$ cat src/rtl/ins_assembler.sv
// rtl/ins_assembler.sv - OCM instruction byte assembler with length check and decoder queue
// Optional feature macro: INS_PREFETCH_EN (queue depth 2, fetch ahead while head awaits InsAck)
module ins_assembler (
  input  logic       Clk,
  input  logic       Rst,
  input  logic       FetchEn,
  input  logic       Flush,
  input  logic       OcmReady,
  input  logic       GiveIns,
  input  logic [1:0] SIns,
  input  logic [7:0] InsByte,
  output logic       OcmStart,
  output logic       InsValid,
  output logic [7:0] Opcode,
  output logic [7:0] Operand1,
  output logic [7:0] Operand2,
  output logic [1:0] InsLen,
  input  logic       InsAck,
  output logic       Err
);

`ifdef INS_PREFETCH_EN
  localparam int DEPTH = 2;
`else
  localparam int DEPTH = 1;
`endif
  localparam logic [1:0] DEPTH_C = 2'(DEPTH);
  localparam int EW = 26;  // {opcode, operand1, operand2, len}

  typedef enum logic [1:0] {F_IDLE, F_START, F_WAIT, F_COLLECT} state_t;

  state_t                    state_q, state_d;
  logic                      wait_cnt_q, wait_cnt_d;
  logic [2:0][7:0]           byte_q, byte_d;
  logic [2:0]                seen_q, seen_d;
  logic                      drop_q, drop_d;
  logic                      err_q, err_d;
  logic [DEPTH-1:0][EW-1:0]  mem_q, mem_d;
  logic [1:0]                cnt_q, cnt_d;
  logic                      push;
  logic [EW-1:0]             push_entry;
  logic                      pop;
  logic                      full;
  logic [1:0]                wr_idx;
  logic [1:0]                op_len;

  // Instruction length by opcode; 0 marks an illegal opcode
  function automatic logic [1:0] len_of(input logic [7:0] op);
    if (op == 8'h16 || (op >= 8'h41 && op <= 8'h46)) return 2'd2;
    else if (op == 8'h4A) return 2'd3;
    else if (op <= 8'h19 || (op >= 8'h40 && op <= 8'h4C) || op == 8'h80 || op == 8'h81) return 2'd1;
    else return 2'd0;
  endfunction

  // Seen-bit pattern a well-formed transfer of the given length produces
  function automatic logic [2:0] seen_mask(input logic [1:0] len);
    case (len)
      2'd1:    return 3'b001;
      2'd2:    return 3'b011;
      2'd3:    return 3'b111;
      default: return 3'b000;
    endcase
  endfunction

  assign pop      = (cnt_q != 2'd0) && InsAck;
  assign full     = (cnt_q == DEPTH_C);
  assign wr_idx   = pop ? (cnt_q - 2'd1) : cnt_q;
  assign op_len   = len_of(byte_q[0]);

  assign OcmStart = (state_q == F_START);
  assign InsValid = (cnt_q != 2'd0);
  assign Opcode   = mem_q[0][25:18];
  assign Operand1 = mem_q[0][17:10];
  assign Operand2 = mem_q[0][9:2];
  assign InsLen   = mem_q[0][1:0];
  assign Err      = err_q;

  // Fetch FSM: start OCM, collect strobed bytes, validate and commit on OcmReady
  always_comb begin
    state_d    = state_q;
    wait_cnt_d = wait_cnt_q;
    byte_d     = byte_q;
    seen_d     = seen_q;
    drop_d     = drop_q;
    err_d      = err_q;
    push       = 1'b0;
    push_entry = '0;
    // A flush during a transaction lets OCM finish but forbids the commit
    if (Flush && state_q != F_IDLE) drop_d = 1'b1;
    unique case (state_q)
      F_IDLE: begin
        if (FetchEn && OcmReady && !Flush && (!full || pop)) state_d = F_START;
      end
      F_START: begin
        state_d    = F_WAIT;
        wait_cnt_d = 1'b0;
        byte_d     = '0;
        seen_d     = '0;
      end
      F_WAIT: begin
        if (!OcmReady) begin
          state_d = F_COLLECT;
        end else if (wait_cnt_q) begin
          err_d   = 1'b1;
          drop_d  = 1'b0;
          state_d = F_IDLE;
        end else begin
          wait_cnt_d = 1'b1;
        end
      end
      F_COLLECT: begin
        if (OcmReady) begin
          state_d = F_IDLE;
          drop_d  = 1'b0;
          if (seen_q == 3'b000) begin
            push = !Flush && !drop_q;
          end else if (seen_q == seen_mask(op_len)) begin
            push       = !Flush && !drop_q;
            push_entry = {byte_q[0], byte_q[1], byte_q[2], op_len};
          end else begin
            err_d = 1'b1;
          end
        end else if (GiveIns) begin
          if (SIns == 2'd3) begin
            err_d = 1'b1;
          end else begin
            byte_d[SIns] = InsByte;
            seen_d[SIns] = 1'b1;
          end
        end
      end
      default: state_d = F_IDLE;
    endcase
  end

  // FSM and capture registers
  always_ff @(posedge Clk or posedge Rst) begin
    if (Rst) begin
      state_q    <= F_IDLE;
      wait_cnt_q <= 1'b0;
      byte_q     <= '0;
      seen_q     <= '0;
      drop_q     <= 1'b0;
      err_q      <= 1'b0;
    end else begin
      state_q    <= state_d;
      wait_cnt_q <= wait_cnt_d;
      byte_q     <= byte_d;
      seen_q     <= seen_d;
      drop_q     <= drop_d;
      err_q      <= err_d;
    end
  end

  // Shift-register queue: head in slot 0, flush beats push and pop
  always_comb begin
    mem_d = mem_q;
    cnt_d = cnt_q;
    if (Flush) begin
      mem_d = '0;
      cnt_d = 2'd0;
    end else begin
      if (pop) mem_d = mem_q >> EW;
      if (push) begin
        for (int i = 0; i < DEPTH; i++) begin
          if (2'(i) == wr_idx) mem_d[i] = push_entry;
        end
      end
      cnt_d = cnt_q + {1'b0, push} - {1'b0, pop};
    end
  end

  // Queue storage and occupancy
  always_ff @(posedge Clk or posedge Rst) begin
    if (Rst) begin
      mem_q <= '0;
      cnt_q <= 2'd0;
    end else begin
      mem_q <= mem_d;
      cnt_q <= cnt_d;
    end
  end

endmodule

$ cat config.mk
export PLATFORM = sky130hd
export DESIGN_NAME = ins_assembler
export DESIGN_NICKNAME = d
export VERILOG_FILES = /design/src/rtl/ins_assembler.sv
export SDC_FILE = /design/constraint.sdc
export NUM_CORES = 1
export LEC_CHECK = 0
export CAP_MARGIN = 0
export CORE_MARGIN = 2
export CORE_UTILIZATION = 55
export CTS_BUF_LIST = sky130_fd_sc_hd__clkbuf_4 sky130_fd_sc_hd__clkbuf_8
export DETAILED_ROUTE_END_ITERATION = 6
export GPL_TIMING_DRIVEN = 0
export PLACE_DENSITY = 0.82
export SLEW_MARGIN = 10
export SYNTH_ARGS = -nofsm -noshare
export SYNTH_HDL_FRONTEND = slang
export SYNTH_SLANG_ARGS = --single-unit
$ cat constraint.sdc
create_clock -name Clk -period 6.7 [get_ports Clk]
set_input_delay 1.005 -clock Clk [delete_from_list [all_inputs] [get_ports Clk]]
set_output_delay 1.005 -clock Clk [all_outputs]
set_load 0.01 [all_outputs]
-- Word level (Yosys, flattened, before mapping)
Index checks and enable logic that the tools add are counted.
Widths: inputs -> output; s select.
- input bits: 17
- logic and storage cells: 129
- register bits after elaboration: 60
- output and inout bits: 29
- add/subtract/negate cells: 3
- bitwise gates (word level): 1
- muxes and demuxes: 54
- $lt $le $gt $ge: 7
- reductions and logical operators: 29
- equal/unequal tests: 25
- operators by type and width (kind ; number):
    $mux 26 ; 8
    $mux 24 ; 3
    $pmux 24 s2 ; 1
    $bwmux 24 ; 1
    $mux 1 ; 18
    $mux 3 ; 6
    $demux 8 s2 ; 1
    $eq 8x8->1 const B ; 2
    $ge 8x7->1 const B ; 2
    $le 8x7->1 const B ; 2
    $mux 2 ; 8
    $ne 3x3->1 const B ; 5
    $ne 2x2->1 const B ; 7
    $eq 2x2->1 const B ; 5
    $reduce_bool 2->1 ; 5
    $logic_and 1x1->1 ; 9
    $pmux 3 s3 ; 1
    $eq 8x5->1 const B ; 1
    $eq 8x7->1 const B ; 1
    $le 8x5->1 const B ; 1
    $mux 8 ; 1
    $pmux 2 s4 ; 1
    $reduce_and 7->1 ; 1
    $eq 2x1->1 const B ; 3
    17 further kinds ; 26

-- Logic depth before layout (Yosys ltp)
Gate-level depths: netlist of the first run.
- word-level depth: 21
- depth in mapped cells: 11
- depth with buffers taken out: 10

-- Worst setup path after synthesis of the first run
Ideal clock, no wire load.
- path kind: input-to-reg
- start: input port InsAck
- end: register mem_q[10] in the netlist's numbering
- cell stages on the path: 7
- data required time: 6.579 ns
- arrival: 2.241 ns
- setup time: 0.121 ns
- slack: 4.339 ns
- path through: nor2b_1 -> o31ai_1 -> nand3_1 -> a211oi_1 -> a21oi_2 -> buf_2 -> a22o_1
- RTL lines (element ; RTL line ; source):
    from (decl) ; 18 ; input logic InsAck,
    to (signal assigned) ; 179 ; mem_q <= mem_d;
    to (decl) ; 38 ; logic [DEPTH-1:0][EW-1:0] mem_q, mem_d;

-- Final worst setup path of the first run
- start: register state_q[0]
- end: output port OcmStart
- cells in the longest elaborated chain, start to end: 1
- ends and longest elaborated chain (element ; RTL line ; source):
    from (decl) ; 32 ; state_t state_q, state_d;
    from (signal assigned) ; 146 ; state_q <= state_d;
    $eq 2x1->1 ; 70 ; assign OcmStart = (state_q == F_START);
    to (decl) ; 12 ; output logic OcmStart,
Every way passes these cells.

==> summary.md, run 1 <==
| Metric | Value |
|---|---|
| Max Slew Vio Count | 0 |
| Inserted Clock Buffers | 9 |
| Slew HR | 54.68% |
| Combinational power share | 29.1% |
| Clk_skew | 0.005303 ns |
| WL met1 | 2.931 mm |
| Core ar. | 5010 um2 |
| Sw Share | 33.78% |
| Period utilization | 47.26% |
| GRT Residual Overflow | 0 |
| Post-route core utilization | 72.50% |
| Register bit total from synthesis | 60 |
| Post-CTS setup buffer count | 0 |
| Clock Latency Late Sink | 0.34 ns |
| Hold Buf Count CTS | 0 |
| Max frequency | 315.8 MHz |
| Met2 routed WL | 2.964 mm |
| Clk root buf | clkbuf_8 |
| Most frequent cells in the layout | 60 x dfrtp_1, 45 x clkdlybuf4s50_1, 31 x a22o_1 |
| Die area | 5709 um2 |
| Leakage | 1.602 nW |
| Largest net degree at the start of global routing | 32 |
| Part of the power in registers | around two fifths |
| Worst Path Max Fanout | 10 |
| Main synth FF type | dfrtp_1 |
| Critical path type | reg -> out |
| PwrDens | 362.6 nW/um2 |
| Post_cts resized | 0 |
| Syn Std Cell Area | 2816 um2 |
| Synth cell types | 47 |
| Async SR Flop Fraction | 100.0% |
| Sequential area share after synthesis | 53.31% |
| GRT Util Overall | between 20 and 30% |
| Vias in the first global route | 2084 |
| RSZ-0062 raised after global routing | false |
| Period minus WS final | 3.166 ns |
| Via total after detailed routing | 2165 |
| Final #Nets | roughly 330 |
| Max cap viols | 0 |
| # clock sinks | 60 |
| Net Sw Power | between 400 and 500 uW |
| Htree depth | 3 |
| # port buffers | 45 |
| Initial antenna violation count | 0 |
| EDFF count, synth | 0 |
| CP required | 5.69 ns |
| Die Wd | 75.56 um |
| Endpoints failing setup | 0 |
| Area of placed instances | ~3400 um2 |
| Hold Path Class | reg -> reg |
| Worst-Margin Slew | ~0.68 ns |
| IO Pins | 46 |
| Reg clk slew, reported paths | 0.07 ns |
| CTS tree | done |
| Initial DRT Pass Iterations | 4 |
| Top Metal Used | met4 |
| P&R area growth vs syn | 28.96% |
| Critical Path End Type | output port |
| Run status | finished clean |
| HPWL after DPL | 4.338 mm |
| Vias per cell | 5.668 |
| Mean Syn Cell Area | 11.27 um2 |
| Final WL | 6.340 mm |
| Metal3 WL | 329 um |
| Peak supply drop | 0.2526 mV |
| Wirelength per Cell | 16.60 um |
| N_diodes | 0 |
| Arrival time at the worst endpoint | 2.16 ns |
| Final instance area | between 3000 and 4000 um2 |
| DR iter-0 viols | 166 |
| Die outline height | 75.56 um |
| Cells after synthesis | 250 |
| Placer Congestion | 0.8295 |
| # rows | 26 |
| Max Buffers Root-to-Sink | 2 |
| Starting Density | 56.22% |
| YS warnings | 0 |
| Pint | 872.2 uW |
| Syn_nets | 271 |
| Detail Route Antenna Nets | 0 |
| CP Launch Type | flop |
| Setup_tns | 0 ns |
| Residual DRC | 0 |
| Final number of hold-violating endpoints | 0 |
| Clk pwr share | approximately a third |
| First-pass GRT wire length | 10.41 mm |
| Share of cells above drive strength 1 | 11.22% |
| Most common cell after layout, fill and taps aside | dfrtp_1 |
## synth_stat cells (2+ instances only)
library cell / count / area, um2
a21o_1: 3 / 22.52
o211ai_1: 2 / 15.01
clkbuf_1: 5 / 18.77
a32o_1: 2 / 20.02
inv_1: 21 / 78.83
o31ai_1: 2 / 15.01
nor2_1: 16 / 60.06
a22o_1: 31 / 271.5
nor2b_1: 6 / 37.54
and4bb_2: 2 / 25.02
dfrtp_1: 60 / 1501
ha_1: 4 / 50.05
buf_2: 3 / 15.01
nand3_1: 3 / 15.01
o22ai_1: 15 / 93.84
buf_1: 2 / 7.510
nor3b_1: 3 / 22.52
a21oi_1: 7 / 35.03
or2_2: 2 / 12.51
mux2i_1: 15 / 150.1
nand4b_1: 3 / 26.28
buf_6: 3 / 33.78
nand4_1: 2 / 12.51
and2_1: 3 / 18.77
nand2_1: 5 / 18.77
o21ai_0: 5 / 25.02
nor3_1: 5 / 25.02
## layout make-up
class / count / area [um2]
flip-flops and latches: 60 / 1501
repair buffers: 46 / 470.5
multi-input cells: 155 / 1157
inverters: 22 / 82.58
well taps: 70 / 87.58
clock inverters: 5 / 106.4
fillers: 366 / 1378
clock buffers: 11 / 151.4
plain buffers: 13 / 75.07
## kinds of logic after synthesis
| family | after synthesis | share of synthesized area, % |
|---|---|---|
| flip-flops | 60 | 53.31 |
| buffers and inverters | 35 | 5.597 |
| multiplexers | 15 | 5.331 |
| AND/OR/NAND/NOR | 57 | 12.44 |
| adder cells (fa/ha/maj) | 4 | 1.777 |
| AO/OA/AOI/OAI | 77 | 20.92 |
| XOR/XNOR | 2 | 0.6221 |
## path summary, 6_finish.rpt
| kind | start | to | slack [ns] | cells after the start |
|---|---|---|---|---|
| setup / recovery | state_q[0] | OcmStart | 3.53 | 4 |
| hold / removal | Err | Err | 0.46 | 1 |
| setup reg to reg | byte_q[4] | mem_q[9] | 4.17 | 7 |
| hold reg to reg | Err | Err | 0.46 | 1 |
| max in group asynchronous | Rst | mem_q[0] | 5.03 | 3 |
| min in group asynchronous | Rst | mem_q[15] | 1.07 | 2 |
## registers in the layout (all words and copies together), names as in the netlist
register    count
drop_q          1
mem_q          26
seen_q          3
wait_cnt_q      1
Err             1
byte_q         24
cnt_q           2
state_q         2
## layer usage
metal  track usage [%]  vias up
met4             10.33        0
li1                  -     1036
met1             36.09     1061
met2             37.29       57
met5                 0        -
met3             4.894       11
## stage by stage
step                cells  hold WS, ns  power (mW)  worst slack [ns]
global placement      365       0.4515      0.8687             3.174
global route          382       0.4987       1.400             3.394
CTS                   382       0.4667       1.322             3.527
finish                382       0.4604       1.317             3.534
floorplan             250       0.4607      0.7808             4.210
detailed placement    366       0.4513      0.8921             3.622
## worst max-delay path, cell delays in order, from the launching register on
cell and delay, ns:
dfrtp_1 0.38, clkbuf_1 0.33, nor2b_1 0.18, clkbuf_1 0.32, clkdlybuf4s50_1 0.61
## power groups by stage
stage | Combinational, mW | Sequential (mW) | Clock, mW
floorplan | 0.282 | 0.499 | 0
global placement | 0.355 | 0.514 | 0
detailed placement | 0.374 | 0.518 | 0
CTS | 0.386 | 0.513 | 0.423
global route | 0.431 | 0.526 | 0.443
finish | 0.383 | 0.515 | 0.419
No activity file was read; power rests on OpenSTA's default activity.
==> inputs of run 2 (changes only) <==
CORE_UTILIZATION = 50   (was 55)
PLACE_DENSITY = 0.78   (was 0.82)
clock period = 2.7 ns   (was 6.7 ns; I/O delays follow)
==> summary.md, run 2 (synthesized netlist as in run 1, its figures left out) <==
| Metric | Value |
|---|---|
| R2R Path End | cnt_q[0] |
| Clk root buf | clkbuf_8 |
| Inserted Clock Buffers | 9 |
| # port buffers | 45 |
| N_diodes | 0 |
| Combinational power share | between 30% and 40% |
| Clock Latency Late Sink | 0.34 ns |
| Top Metal Used | met4 |
| Area of placed instances | 3377 um2 |
| Pwr Total | 3.142 mW |
| Critical path type | reg -> out |
| Final instance area | about 3600 um2 |
| Clk pwr share | 29.1% |
| Critical Path Most Common Cell | clkbuf_1 |
| Max Slew Vio Count | 0 |
| Residual DRC | 0 |
| R2R setup slack | about 0.26 ns |
| Final WL | 6.313 mm |
| PwrDens | 870.4 nW/um2 |
| Largest register FFs | 26 |
| Regs by FF count | mem_q (26), byte_q (24), seen_q (3) |
| Vias in the first global route | between 2000 and 2500 |
| Hold Path Class | in -> async |
| Share of cells above drive strength 1 | 11.22% |
| Clk_skew | 0.006418 ns |
| Placer Congestion | a little under 0.8 |
| Critical Path End Type | output port |
| Sw Share | about a third |
| P&R area growth vs syn | 28.17% |
| IO Pins | 46 |
| First-pass GRT wire length | 10.63 mm |
| Worst stage delay on the critical path | 0.62 ns |
| Endpoints failing setup | 0 |
| GRT Util Overall | 22.36% |
| Net Sw Power | roughly 1.1 mW |
| Worst Path Max Fanout | 10 |
| Met2 routed WL | 2.917 mm |
| Htree depth | 3 |
| Peak supply drop | 0.4567 mV |
| Fin cells | 384 |
| Largest net degree at the start of global routing | 38 |
| Worst Slack Setup Final | roughly 0.13 ns |
| Die outline height | 79.05 um |
| Period minus WS final | ~2.6 ns |
| Initial antenna violation count | 0 |
| Worst r2r src | byte_q[4] |
| Final #Nets | 328 |
| WL met1 | 2.970 mm |
| Worst-Margin Slew | 0.6829 ns |
| Max cap viols | 0 |
| Period utilization | 95.07% |
| CP Launch Type | flop |
| HPWL after DPL | 4.363 mm |
| CP required | 2.30 ns |
| Most common cell after layout, fill and taps aside | dfrtp_1 |
| Max Buffers Root-to-Sink | 2 |
| Part of the power in registers | 40.7% |
| Most frequent cells in the layout | 60 x dfrtp_1, 45 x clkdlybuf4s50_1, 31 x a22o_1 |
| Core ar. | 5473 um2 |
| Run status | finished clean |
| Die area | between 6000 and 7000 um2 |
| Reg clk slew, reported paths | 0.07 ns |
| # rows | 27 |
| Metal3 WL | between 200 and 300 um |
| Register-to-Register Path Depth | 9 |
| Via total after detailed routing | 2213 |
| Final number of hold-violating endpoints | 0 |
| # clock sinks | 60 |
| GRT Residual Overflow | 0 |
| Dpl cells | between 300 and 400 |
| Largest Register | mem_q |
| Leakage | 1.591 nW |
| Worst path slowest cell | clkdlybuf4s50_1 |
| Arrival time at the worst endpoint | 2.16 ns |
| Die Wd | just under 80 um |
| Initial DRT Pass Iterations | 4 |
| CTS tree | done |
| Starting Density | 51.46% |
| Post-route core utilization | 65.96% |
| Vias per cell | 5.763 |
| Critical Path, Cell by Cell | clkbuf_1 -> nor2b_1 -> clkbuf_1 -> clkdlybuf4s50_1 |
| Max frequency | 389.6 MHz |
| Pint | 2.065 mW |
| DR iter-0 viols | 160 |
| Slew HR | ~54% |
| Detail Route Antenna Nets | 0 |
| RSZ-0062 raised after global routing | false |
| Wirelength per Cell | about 16 um |
| Setup slack after placement | 0.1943 ns |
==> run 2: cell count changes in the layout (fill, tap and decap cells not counted), sizes merged <==
cell and delta:
bufinv -1, clkbuf +1, inv -1, clkinv +1
==> run 2: metrics by stage <==
stage | hold WS (ns) | TNS (ns)
4_1_cts | 0.4368 | 0
5_1_grt | 0.4926 | 0
6_report | 0.4215 | 0
3_3_place_gp | 0.4529 | -12.47
2_1_floorplan | 0.4607 | 0
3_5_place_dp | 0.4555 | 0
==> run 2: layer usage <==
layer / global-route usage (%) / vias up
li1: - / 1038
met1: 32.15 / 1104
met2: 32.88 / 61
met3: 5.000 / 10
met4: 9.138 / 0
met5: 0 / -
==> run 2: how the worst max path moves through the flow <==
stage | from | end | slack (ns)
5_1_grt | byte_q[4] | mem_q[5] | 0.001
6_report | state_q[0] | OcmStart | 0.13
3_5_place_dp | OcmReady | byte_q[22] | 0.19
4_1_cts | state_q[0] | OcmStart | 0.14
3_3_place_gp | Rst | Err | -0.21
2_1_floorplan | byte_q[2] | cnt_q[0] | 0.48
==> run 2: area by class of cell <==
type / instances / area [um2]
Fill cell: 428 / 1863
Sequential cell: 60 / 1501
Multi-Input combinational cell: 155 / 1165
Timing Repair Buffer: 46 / 470.5
Clock buffer: 12 / 152.6
Tap cell: 72 / 90.09
Inverter: 22 / 82.58
Buffer: 13 / 75.07
Clock inverter: 4 / 72.57
==> run 2: repair_timing <==
action | 4_1_cts | 5_1_grt
resized for setup | 0 | 1
buffers inserted | 0 | 0
endpoints found under the setup margin | 0 | 20
hold buffers | 0 | 0
==> run 2: worst max-delay path: cells and delay by family, from the launching register on <==
kind / cells / cell delay (ns)
flip-flops: 1 / 0.38
buffers and inverters: 3 / 1.27
AND/OR/NAND/NOR: 1 / 0.18
==> run 2: power groups by stage <==
stage                     logic (mW)  registers (mW)  clock network [mW]
final                          0.946            1.28               0.916
after CTS                      0.942            1.27               0.929
after detailed placement       0.932            1.29                   0
after global routing            1.06            1.30               0.980
after floorplan                0.700            1.24                   0
after global placement         0.890            1.28                   0
